### src/rtl/qu_common_pkg.sv
// Shared front-end types: program counters, fetch queue entries and fetch FSM states.
package qu_common;

  typedef logic [31:0] pc_t;

  localparam int unsigned INSTR_WIDTH_DEFAULT    = 32;
  localparam pc_t         RESET_PC_DEFAULT       = 32'h0000_0000;
  localparam int unsigned FETCH_IQ_DEPTH_DEFAULT = 4;

  typedef struct packed {
    pc_t                            pc;
    logic [INSTR_WIDTH_DEFAULT-1:0] instr;
  } fetch_entry_t;

  typedef enum logic {
    FETCH_RUN   = 1'b0,
    FETCH_FAULT = 1'b1
  } fetch_state_e;

  function automatic pc_t pc_word_align(input pc_t pc);
    return pc & ~pc_t'(3);
  endfunction

endpackage

### src/rtl/fetch_queue.sv
// Synchronous FIFO of fetch entries; head is read combinationally from storage.
module fetch_queue
  import qu_common::*;
#(
  parameter int unsigned DEPTH = FETCH_IQ_DEPTH_DEFAULT,
  localparam int unsigned PW = $clog2(DEPTH),
  localparam int unsigned CW = $clog2(DEPTH) + 1
) (
  input  logic         i_clk,
  input  logic         i_rst,
  input  logic         i_push,
  input  fetch_entry_t i_push_dat,
  input  logic         i_pop,
  input  logic         i_flush,
  output logic [CW-1:0] o_count,
  output fetch_entry_t o_head
);

  fetch_entry_t  r_mem [DEPTH];
  logic [PW-1:0] r_wr_ptr;
  logic [PW-1:0] r_rd_ptr;
  logic [CW-1:0] r_count;

  // DEPTH is a power of two, so pointer wrap is plain binary overflow.
  always_ff @(posedge i_clk) begin
    if (i_rst) begin
      r_wr_ptr <= '0;
      r_rd_ptr <= '0;
      r_count  <= '0;
      for (int i = 0; i < int'(DEPTH); i++) r_mem[i] <= '0;
    end else if (i_flush) begin
      r_wr_ptr <= '0;
      r_rd_ptr <= '0;
      r_count  <= '0;
    end else begin
      if (i_push) begin
        r_mem[r_wr_ptr] <= i_push_dat;
        r_wr_ptr        <= r_wr_ptr + 1'b1;
      end
      if (i_pop) r_rd_ptr <= r_rd_ptr + 1'b1;
      r_count <= r_count + CW'(i_push) - CW'(i_pop);
    end
  end

  assign o_count = r_count;
  assign o_head  = r_mem[r_rd_ptr];

endmodule

### src/rtl/fetch.sv
// Sequential instruction fetch feeding decode through a small queue; redirect flushes and restarts.
// QU_FETCH_MISALIGN_CHECK_EN adds a FAULT state and the fetch_fault port for misaligned redirects.
module fetch
  import qu_common::*;
#(
  parameter int unsigned INSTR_WIDTH = INSTR_WIDTH_DEFAULT,
  parameter int unsigned IQ_DEPTH    = FETCH_IQ_DEPTH_DEFAULT,
  parameter pc_t         RESET_PC    = RESET_PC_DEFAULT
) (
  input  logic                   clk,
  input  logic                   rst,
  output logic                   imem_en,
  output pc_t                    imem_addr,
  input  logic [INSTR_WIDTH-1:0] imem_rdata,
  input  logic                   redirect,
  input  pc_t                    redirect_pc,
  output logic                   instr_valid,
  input  logic                   decode_ready,
  output logic [INSTR_WIDTH-1:0] instr_out,
  output pc_t                    pc_out
`ifdef QU_FETCH_MISALIGN_CHECK_EN
  ,
  output logic                   fetch_fault
`endif
);

  localparam int unsigned CW = $clog2(IQ_DEPTH) + 1;

  fetch_state_e  r_state;
  fetch_state_e  w_state_nxt;
  pc_t           r_fetch_pc;
  pc_t           r_resp_pc;
  logic          r_inflight;
  logic          r_kill;
  pc_t           w_redirect_pc;
  logic          w_misaligned;
  logic          w_issue;
  logic          w_valid;
  logic          w_push;
  logic          w_pop;
  logic [CW-1:0] w_count;
  fetch_entry_t  w_push_dat;
  fetch_entry_t  w_head;

`ifdef QU_FETCH_MISALIGN_CHECK_EN
  assign w_redirect_pc = redirect_pc;
  assign w_misaligned  = |redirect_pc[1:0];
  assign fetch_fault   = (r_state == FETCH_FAULT);
`else
  assign w_redirect_pc = pc_word_align(redirect_pc);
  assign w_misaligned  = 1'b0;
`endif

  // Queued entries plus the word in flight may never exceed the queue, so a push always fits.
  always_comb begin
    w_state_nxt = r_state;
    w_issue     = 1'b0;
    w_valid     = 1'b0;
    w_pop       = 1'b0;
    w_push      = 1'b0;
    if (redirect) w_state_nxt = w_misaligned ? FETCH_FAULT : FETCH_RUN;
    w_issue = !rst && !redirect && (r_state == FETCH_RUN) &&
              ((w_count + CW'(r_inflight)) < CW'(IQ_DEPTH));
    w_valid = (w_count != '0) && !redirect;
    w_pop   = w_valid && decode_ready;
    w_push  = r_inflight && !r_kill && !redirect && !rst;
  end

  always_ff @(posedge clk) begin
    if (rst) begin
      r_state    <= FETCH_RUN;
      r_fetch_pc <= RESET_PC;
      r_resp_pc  <= RESET_PC;
      r_inflight <= 1'b0;
      r_kill     <= 1'b0;
    end else begin
      r_state    <= w_state_nxt;
      r_inflight <= w_issue;
      if (w_issue) r_resp_pc <= r_fetch_pc;
      // A word arriving during the redirect cycle is blocked from the push directly;
      // kill covers any request that would still be outstanding across the flush edge.
      if (redirect) begin
        r_fetch_pc <= w_redirect_pc;
        r_kill     <= w_issue;
      end else begin
        if (w_issue) r_fetch_pc <= r_fetch_pc + 32'd4;
        if (r_inflight) r_kill <= 1'b0;
      end
    end
  end

  assign w_push_dat = '{pc: r_resp_pc, instr: imem_rdata};

  fetch_queue #(
    .DEPTH(IQ_DEPTH)
  ) u_queue (
    .i_clk      (clk),
    .i_rst      (rst),
    .i_push     (w_push),
    .i_push_dat (w_push_dat),
    .i_pop      (w_pop),
    .i_flush    (redirect),
    .o_count    (w_count),
    .o_head     (w_head)
  );

  assign imem_en     = w_issue;
  assign imem_addr   = r_fetch_pc;
  assign instr_valid = w_valid;
  assign instr_out   = w_head.instr;
  assign pc_out      = w_head.pc;

endmodule
### config.mk
export PLATFORM = sky130hd
export DESIGN_NAME = fetch
export DESIGN_NICKNAME = d
export VERILOG_FILES = /design/src/rtl/qu_common_pkg.sv /design/src/rtl/fetch_queue.sv /design/src/rtl/fetch.sv
export SDC_FILE = /design/constraint.sdc
export NUM_CORES = 1
export LEC_CHECK = 0
export BUFFER_PORTS_ARGS = -buffer_cell sky130_fd_sc_hd__clkbuf_2
export CAP_MARGIN = 20
export CORE_MARGIN = 5
export CORE_UTILIZATION = 59
export DETAILED_ROUTE_END_ITERATION = 16
export GPL_TIMING_DRIVEN = 0
export HOLD_SLACK_MARGIN = 0.02
export MAX_ROUTING_LAYER = met4
export PLACE_DENSITY = 0.82
export SLEW_MARGIN = 0
export SYNTH_ARGS = -nofsm -noshare
export SYNTH_HDL_FRONTEND = slang
export SYNTH_HIERARCHICAL = 1
export SYNTH_SLANG_ARGS = --single-unit
### constraint.sdc
create_clock -name clk -period 5.25 [get_ports clk]
set_input_delay 0.2625 -clock clk [delete_from_list [all_inputs] [get_ports clk]]
set_output_delay 0.2625 -clock clk [all_outputs]
set_load 0.02 [all_outputs]
==> results.ini, run 1 <==
[run_status]
run_status = completed

[pwr]
leakage_nw = 6.06
p_clk_frac = 0.414
p_per_area_mw_per_mm2 = 333
switchingPower_w = 0.00125
finalPower_w = 0.00566
ir_drop_mv = 0.254
p_int_w = 0.00440
switching_share = 0.221
power_frac_seq = 0.520
combPwrFrac = 0.066

[sta]
finalSetupViolations = 0
rsz0062_at_grt = no
slew_viol_final = 0
hold_viol_final = 0
relSlewSlack = 0.330
fin_skew_ps = 18.1
period_share = 0.576
min_period_ps = 3030
setup_ws_ps = 2220
max_slew.worst_pin.slew_ps = 1000
fmax_mhz = 331

[floorplanning]
core-area_mm2 = 0.0242
start_util = 0.595
pin_count = 166
fp.dieW_um = 166
die-area_mm2 = 0.0276
die_h_um = 166
fp-row-count = 57

[synthesis]
ys_seq_elements = 327
synthDistinctLibCells = 50
synth_top_area_frac = 0.534
async_flop_share = 0
synthCells = 1087
mappedNetlistArea_mm2 = 0.0144
synthTopCellsByArea = edfxtp_1, mux4_2, dfxtp_1, nor2_1, nand2b_1
yosysSeqAreaShare = 0.633
synth_edf_count = 256
synth.largest_area_cell = edfxtp_1
yosysWarnings = 6
synth_area_per_cell_um2 = 13.2
synthFlopType = edfxtp_1

[drt]
vias_per_cell = 5.69
drc = 0
wl_um = 33000
top_layer_used = met4
drt_iter0_drc = 903
wl_met2_um = 16800
drtPass1Iterations = 5
wl_per_cell_um = 19.9
detail-route-antenna-nets = 0
drt-met1-wl_um = 13000
dr_total_vias = 9437
met3_length_um = 2640

[grt]
grt_pass1_wl_um = 52900
grt_pass1_vias = 9743
antenna_found_initial = 0
overflow = 0
grt_use_total = 0.246
grt_max_degree = 65

[clock_network]
clk_pin_slew_ps = 60
cts_sinks = 327
numCtsBuffers = 35
clockBufferDepth = 3
cts_tree = done
htreeDepth = 2
cts_resized = 0
insertion_delay_ps = 510
cts_root_buf = clkbuf_16

[placed_design]
dpl_cell_area_mm2 = 0.0157
place_congestion = 0.921
place_hpwl_um = 21100
io_buffers = 161
dp_cells = 1578
place_ws_ps = 1790

[critical_path]
critPathTopFamily = simple AND/OR/NAND/NOR gates
crit_buf_inv = 4
endpoint_kind = flip-flop
crit_arrival_ps = 3200
startpoint_type = input port
cpPeakStageDelay_ps = 820
required_ps = 5430
worst-setup-path-type = input port to flip-flop
critical_path.most_common_cell = clkbuf_1
path_cells = clkbuf_2 > clkbuf_1 > clkbuf_1 > nor4b_2 > or4b_1 > or2b_4 > buf_16
critPathMaxFanout = 42
worst-r2r-setup-slack_ps = 2420
slowest_stage = nor4b_2

[worst_hold_path]
hold_class = input port to flip-flop

[finish]
drive_gt1_frac = 0.275
nFillCells = 1557
n_antenna_cell = 0
design_area_mm2 = 0.0170
utilization = 0.704
area_delta_synth_final_pct = 18.2
final_nets = 1381
stdcell_count = 1659

[flow_run]
maxCapViolations = 0

-- cells by family after synthesis --
family,after synthesis,share of synthesized area
and+or+nand+nor,523,0.189
DFF,327,0.633
buffers and inverters,91,0.0310
muxes,64,0.100
adders and majority gates,4,0.00400
xor gates and xnor gates,28,0.0181
AOI/OAI and AO/OA,49,0.0246
other,1,0.000260
-- area by class of cell --
| class | count | area [µm²] | share of cell area |
|---|---|---|---|
| buffer | 78 | 398 | 0.0234 |
| clock buffer | 50 | 1010 | 0.0591 |
| clock inverter | 13 | 87.6 | 0.00515 |
| inverter | 13 | 48.8 | 0.00287 |
| multi-input combinational | 672 | 4890 | 0.287 |
| sequential | 327 | 9110 | 0.535 |
| tap | 324 | 405 | 0.0238 |
| timing repair buffer | 182 | 1070 | 0.0628 |
-- layout by cell type (no fill, tap or decap), types with 3 or more instances in the layout --
master	instances
edfxtp_1	256
nor2_1	231
clkbuf_2	162
nand2_1	71
dfxtp_1	71
nand2b_1	65
mux4_2	64
clkbuf_1	58
clkbuf_16	37
nand3b_1	30
nor2_2	30
nor2_4	30
a211oi_1	22
xnor2_1	18
dlygate4sd3_1	18
inv_1	12
buf_2	12
nand4_1	12
nand3_1	11
nor4_1	10
xor2_1	9
a21oi_1	8
buf_1	7
and4_1	7
nor3_1	6
clkinv_1	6
and3_1	4
o21ai_0	4
conb_1	4
clkinv_2	4
buf_6	4
or3_1	3
a311oi_1	3
buf_4	3
ha_1	3
clkbuf_8	3
buf_12	3
buf_16	3
-- worst register-to-register path: stages (launching register included) --
cell and delay, ps:
dfxtp_1 310, nor4b_2 820, or4b_1 540, or2b_4 490, buf_16 300
-- worst paths after layout --
kind,start,to,cells past startpoint
setup / recovery,rst,u_queue/r_mem[0][15]$_SDFFCE_PN0P_,7
hold reg to reg,r_inflight$_SDFF_PP0_,r_kill$_SDFFE_PP0P_,1
hold / removal,redirect_pc[29],imem_addr[29]$_SDFFE_PP0P_,3
setup reg to reg,r_kill$_SDFFE_PP0P_,u_queue/r_mem[0][15]$_SDFFCE_PN0P_,4
-- state kept, by name (all words and copies together), names as in the netlist, named ones only --
| name | cells |
|---|---|
| r_resp_pc | 30 |
| r_inflight | 1 |
| u_queue/r_wr_ptr | 2 |
| imem_addr | 30 |
| u_queue/o_count | 3 |
| u_queue/r_mem | 256 |
| r_kill | 1 |
| u_queue/r_rd_ptr | 2 |
-- timing repair --
action                    CTS  global route
buffers inserted            0             0
hold buffers               18             0
hold endpoints to repair   18             0
-- power by group through the flow --
stage                     Clock (W)  Combinational [W]  Sequential [W]
after global routing        0.00251           0.000403         0.00295
after floorplan                   0           0.000209         0.00300
after CTS                   0.00238           0.000374         0.00294
final                       0.00234           0.000373         0.00294
after global placement            0           0.000345         0.00300
after detailed placement          0           0.000361         0.00299
-- synth_stat cells, types with 8 or more instances --
master / instances
nand2b_1: 67
inv_1: 12
nor2_2: 30
nand3b_1: 30
nand4_1: 12
nand3_1: 11
dfxtp_1: 71
clkbuf_1: 49
xor2_1: 9
a21oi_1: 8
edfxtp_1: 256
nand2_1: 71
buf_2: 12
a211oi_1: 22
nor4_1: 10
xnor2_1: 18
mux4_2: 64
nor2_1: 231
nor2_4: 30
-- per-layer routing --
layer / global-route usage / vias up
met5: - / -
met2: 0.410 / 446
met1: 0.315 / 4589
met4: 0.0588 / 0
met3: 0.0486 / 59
li1: - / 4343
-- through the flow --
step	hold slack [ps]	setup TNS, ps
floorplan	407	0
global placement	421	-40170
detailed placement	436	0
CTS	28.0	0
global route	42.2	0
finish	44.5	0
No activity file was read; power rests on OpenSTA's default activity.
==> run 2: changes to the inputs <==
clock period = 3.1 ns   (was 5.25 ns; I/O delays follow)
==> results.ini, run 2 (synthesized netlist as in run 1, its figures left out) <==
[clock_network]
cts_sinks = 327  ; unchanged
clockBufferDepth = 3  ; unchanged
insertion_delay_ps = 550  ; +40 ps
cts_root_buf = clkbuf_16
htreeDepth = 1  ; -1
post_cts_buffers = 0  ; unchanged
cts_resized = 0  ; unchanged
cts_tree = done
clk_pin_slew_ps = 60  ; about the same
numCtsBuffers = 31  ; -11%

[floorplanning]
start_util = 0.595  ; unchanged
core-area_mm2 = 0.0242  ; unchanged
die-area_mm2 = 0.0276  ; unchanged
fp-row-count = 57  ; unchanged
die_h_um = 166  ; unchanged
pin_count = 166  ; unchanged
fp.dieW_um = 166  ; unchanged

[sta]
finalSetupViolations = 0  ; unchanged
period_share = 0.964
rsz0062_at_grt = no
slew_viol_final = 0  ; unchanged
relSlewSlack = 0.362  ; +0.0319
fmax_mhz = 335
setup_ws_ps = 111  ; -2110 ps
hold_viol_final = 0  ; unchanged
min_period_ps = 2990
fin_skew_ps = 14.5  ; -3.65 ps
max_slew.worst_pin.slew_ps = 957  ; -47.9 ps

[finish]
nFillCells = 1581  ; +1.5%
largest_reg_flops = 256  ; unchanged
final_nets = 1394  ; +0.94%
area_delta_synth_final_pct = 18.4
multi_input_area_mm2 = 0.00490  ; +0.18%
seq_area_mm2 = 0.00911  ; unchanged
n_antenna_cell = 0  ; unchanged
stdcell_count = 1670  ; +0.66%
drive_gt1_frac = 0.268  ; -0.00670
layout_commonest_cell = edfxtp_1
final_cell_mix = edfxtp_1, nor2_1, clkbuf_2
top_register = u_queue/r_mem

[critical_path]
reg2reg_depth = 3  ; -1
slowest_stage = nor4b_2
critical_path.most_common_cell = clkbuf_1
critPathMaxFanout = 32  ; -24%
reg2reg_from = r_kill$_SDFFE_PP0P_
worst-r2r-setup-slack_ps = 150  ; -2270 ps
critPathTopFamily = simple AND/OR/NAND/NOR gates
cpPeakStageDelay_ps = 840  ; +20 ps
startpoint_type = input port
worst-setup-path-type = input port to flip-flop
crit_path_start = rst
r2r-end = u_queue/r_mem[0][28]$_SDFFCE_PN0P_
endpoint_kind = flip-flop
required_ps = 3270  ; -2160 ps
crit_buf_inv = 3  ; -1
crit_arrival_ps = 3160  ; -40 ps
path_cells = clkbuf_2 > clkbuf_1 > clkbuf_1 > nor4b_2 > or4b_1 > or2b_2

[grt]
grt_pass1_vias = 9909  ; +1.7%
grt_max_degree = 65  ; unchanged
overflow = 0  ; unchanged
busiest_layer = met2
met2_usage = 0.416  ; +0.00621
antenna_found_initial = 0  ; unchanged
grt_use_total = 0.245  ; -0.000829
grtUsageMet1 = 0.318  ; +0.00257
grt_pass1_wl_um = 52800  ; -0.13%
met3_usage = 0.0305  ; -0.0181

[pwr]
leakage_nw = 6.06  ; about the same
ir_drop_mv = 0.377  ; +49%
finalPower_w = 0.00926  ; +64%
p_per_area_mw_per_mm2 = 543  ; +63%

[drt]
dr_total_vias = 9560  ; +1.3%
wl_um = 33600  ; +1.8%
drtPass1Iterations = 5  ; unchanged
drc = 0  ; unchanged
drt_iter0_drc = 859  ; -4.9%
wl_per_cell_um = 20.1  ; +1.1%
vias_per_cell = 5.72  ; +0.64%
detail-route-antenna-nets = 0  ; unchanged

[flow_run]
maxCapViolations = 0  ; unchanged

[placed_design]
place_ws_ps = -527  ; -2320 ps
place_congestion = 0.912  ; -0.98%
dp_cells = 1577  ; -0.063%
place_hpwl_um = 21600  ; +2.0%
io_buffers = 161  ; unchanged

[worst_hold_path]
hp-start = imem_rdata[5]
min_path_cells = 3  ; unchanged
holdPathEnd = u_queue/r_mem[3][5]$_DFFE_PP_
hold_class = input port to flip-flop

[run_status]
run_status = completed

==> run 2: cell count changes in the layout (fill, tap and decap cells not counted), sizes merged <==
| cell | change |
|---|---|
| dlygate4sd3 | +17 |
| clkbuf | -3 |
| inv | -2 |
| buf | -1 |
| clkinv | -1 |
| or2b | +1 |
==> run 2: worst max path at each step <==
| stage | end | cells after the start |
|---|---|---|
| final | u_queue/r_mem[0][28]$_SDFFCE_PN0P_ | 6 |
| after floorplan | u_queue/r_mem[0][0]$_SDFFCE_PN0P_ | 5 |
| after CTS | u_queue/r_mem[0][21]$_SDFFCE_PN0P_ | 6 |
| after global placement | u_queue/r_mem[1][26]$_SDFFCE_PN0P_ | 6 |
| after detailed placement | u_queue/r_mem[0][24]$_SDFFCE_PN0P_ | 6 |
| after global routing | u_queue/r_mem[0][39]$_SDFFCE_PN0P_ | 6 |
==> run 2: area by class of cell <==
cell class              instances  area share
well taps                     324      0.0238
plain buffers                  78      0.0233
inverters                      13     0.00286
multi-input cells             673       0.287
flip-flops and latches        327       0.534
clock inverters                10     0.00426
repair buffers                198      0.0710
clock buffers                  47      0.0532
==> run 2: metrics by stage <==
step           instance area [µm²]  hold WS [ps]  utilization  TNS [ps]
2_1_floorplan                14400           300            -         0
3_3_place_gp                 15600           411        0.646   -306780
3_5_place_dp                 15700           415        0.650    -38170
4_1_cts                      17000          20.3        0.705         0
5_1_grt                      17000          35.2        0.705         0
6_report                     17000          37.2        0.705         0
==> run 2: report_power, final <==
part | internal [W] | switching (W) | total [W]
clock | 0.00209 | 0.00155 | 0.00363
combinational | 0.000242 | 0.000409 | 0.000651
sequential | 0.00488 | 0.0000957 | 0.00498
==> run 2: timing repair <==
action                     4_1_cts  5_1_grt
setup endpoints to repair        0       64
hold endpoints to repair        40        0
hold buffers                    35        0
==> run 2: worst register-to-register path: stages, from the launching register on <==
cell,delay (ps)
dfxtp_1,320
nor4b_2,840
or4b_1,590
or2b_2,810
==> run 2: per-layer routing <==
layer  wire length, µm  part of all wire
met1             13100              0.39
met2             17100              0.51
met3              2650             0.079
met4               699             0.021
met5                 0                 0
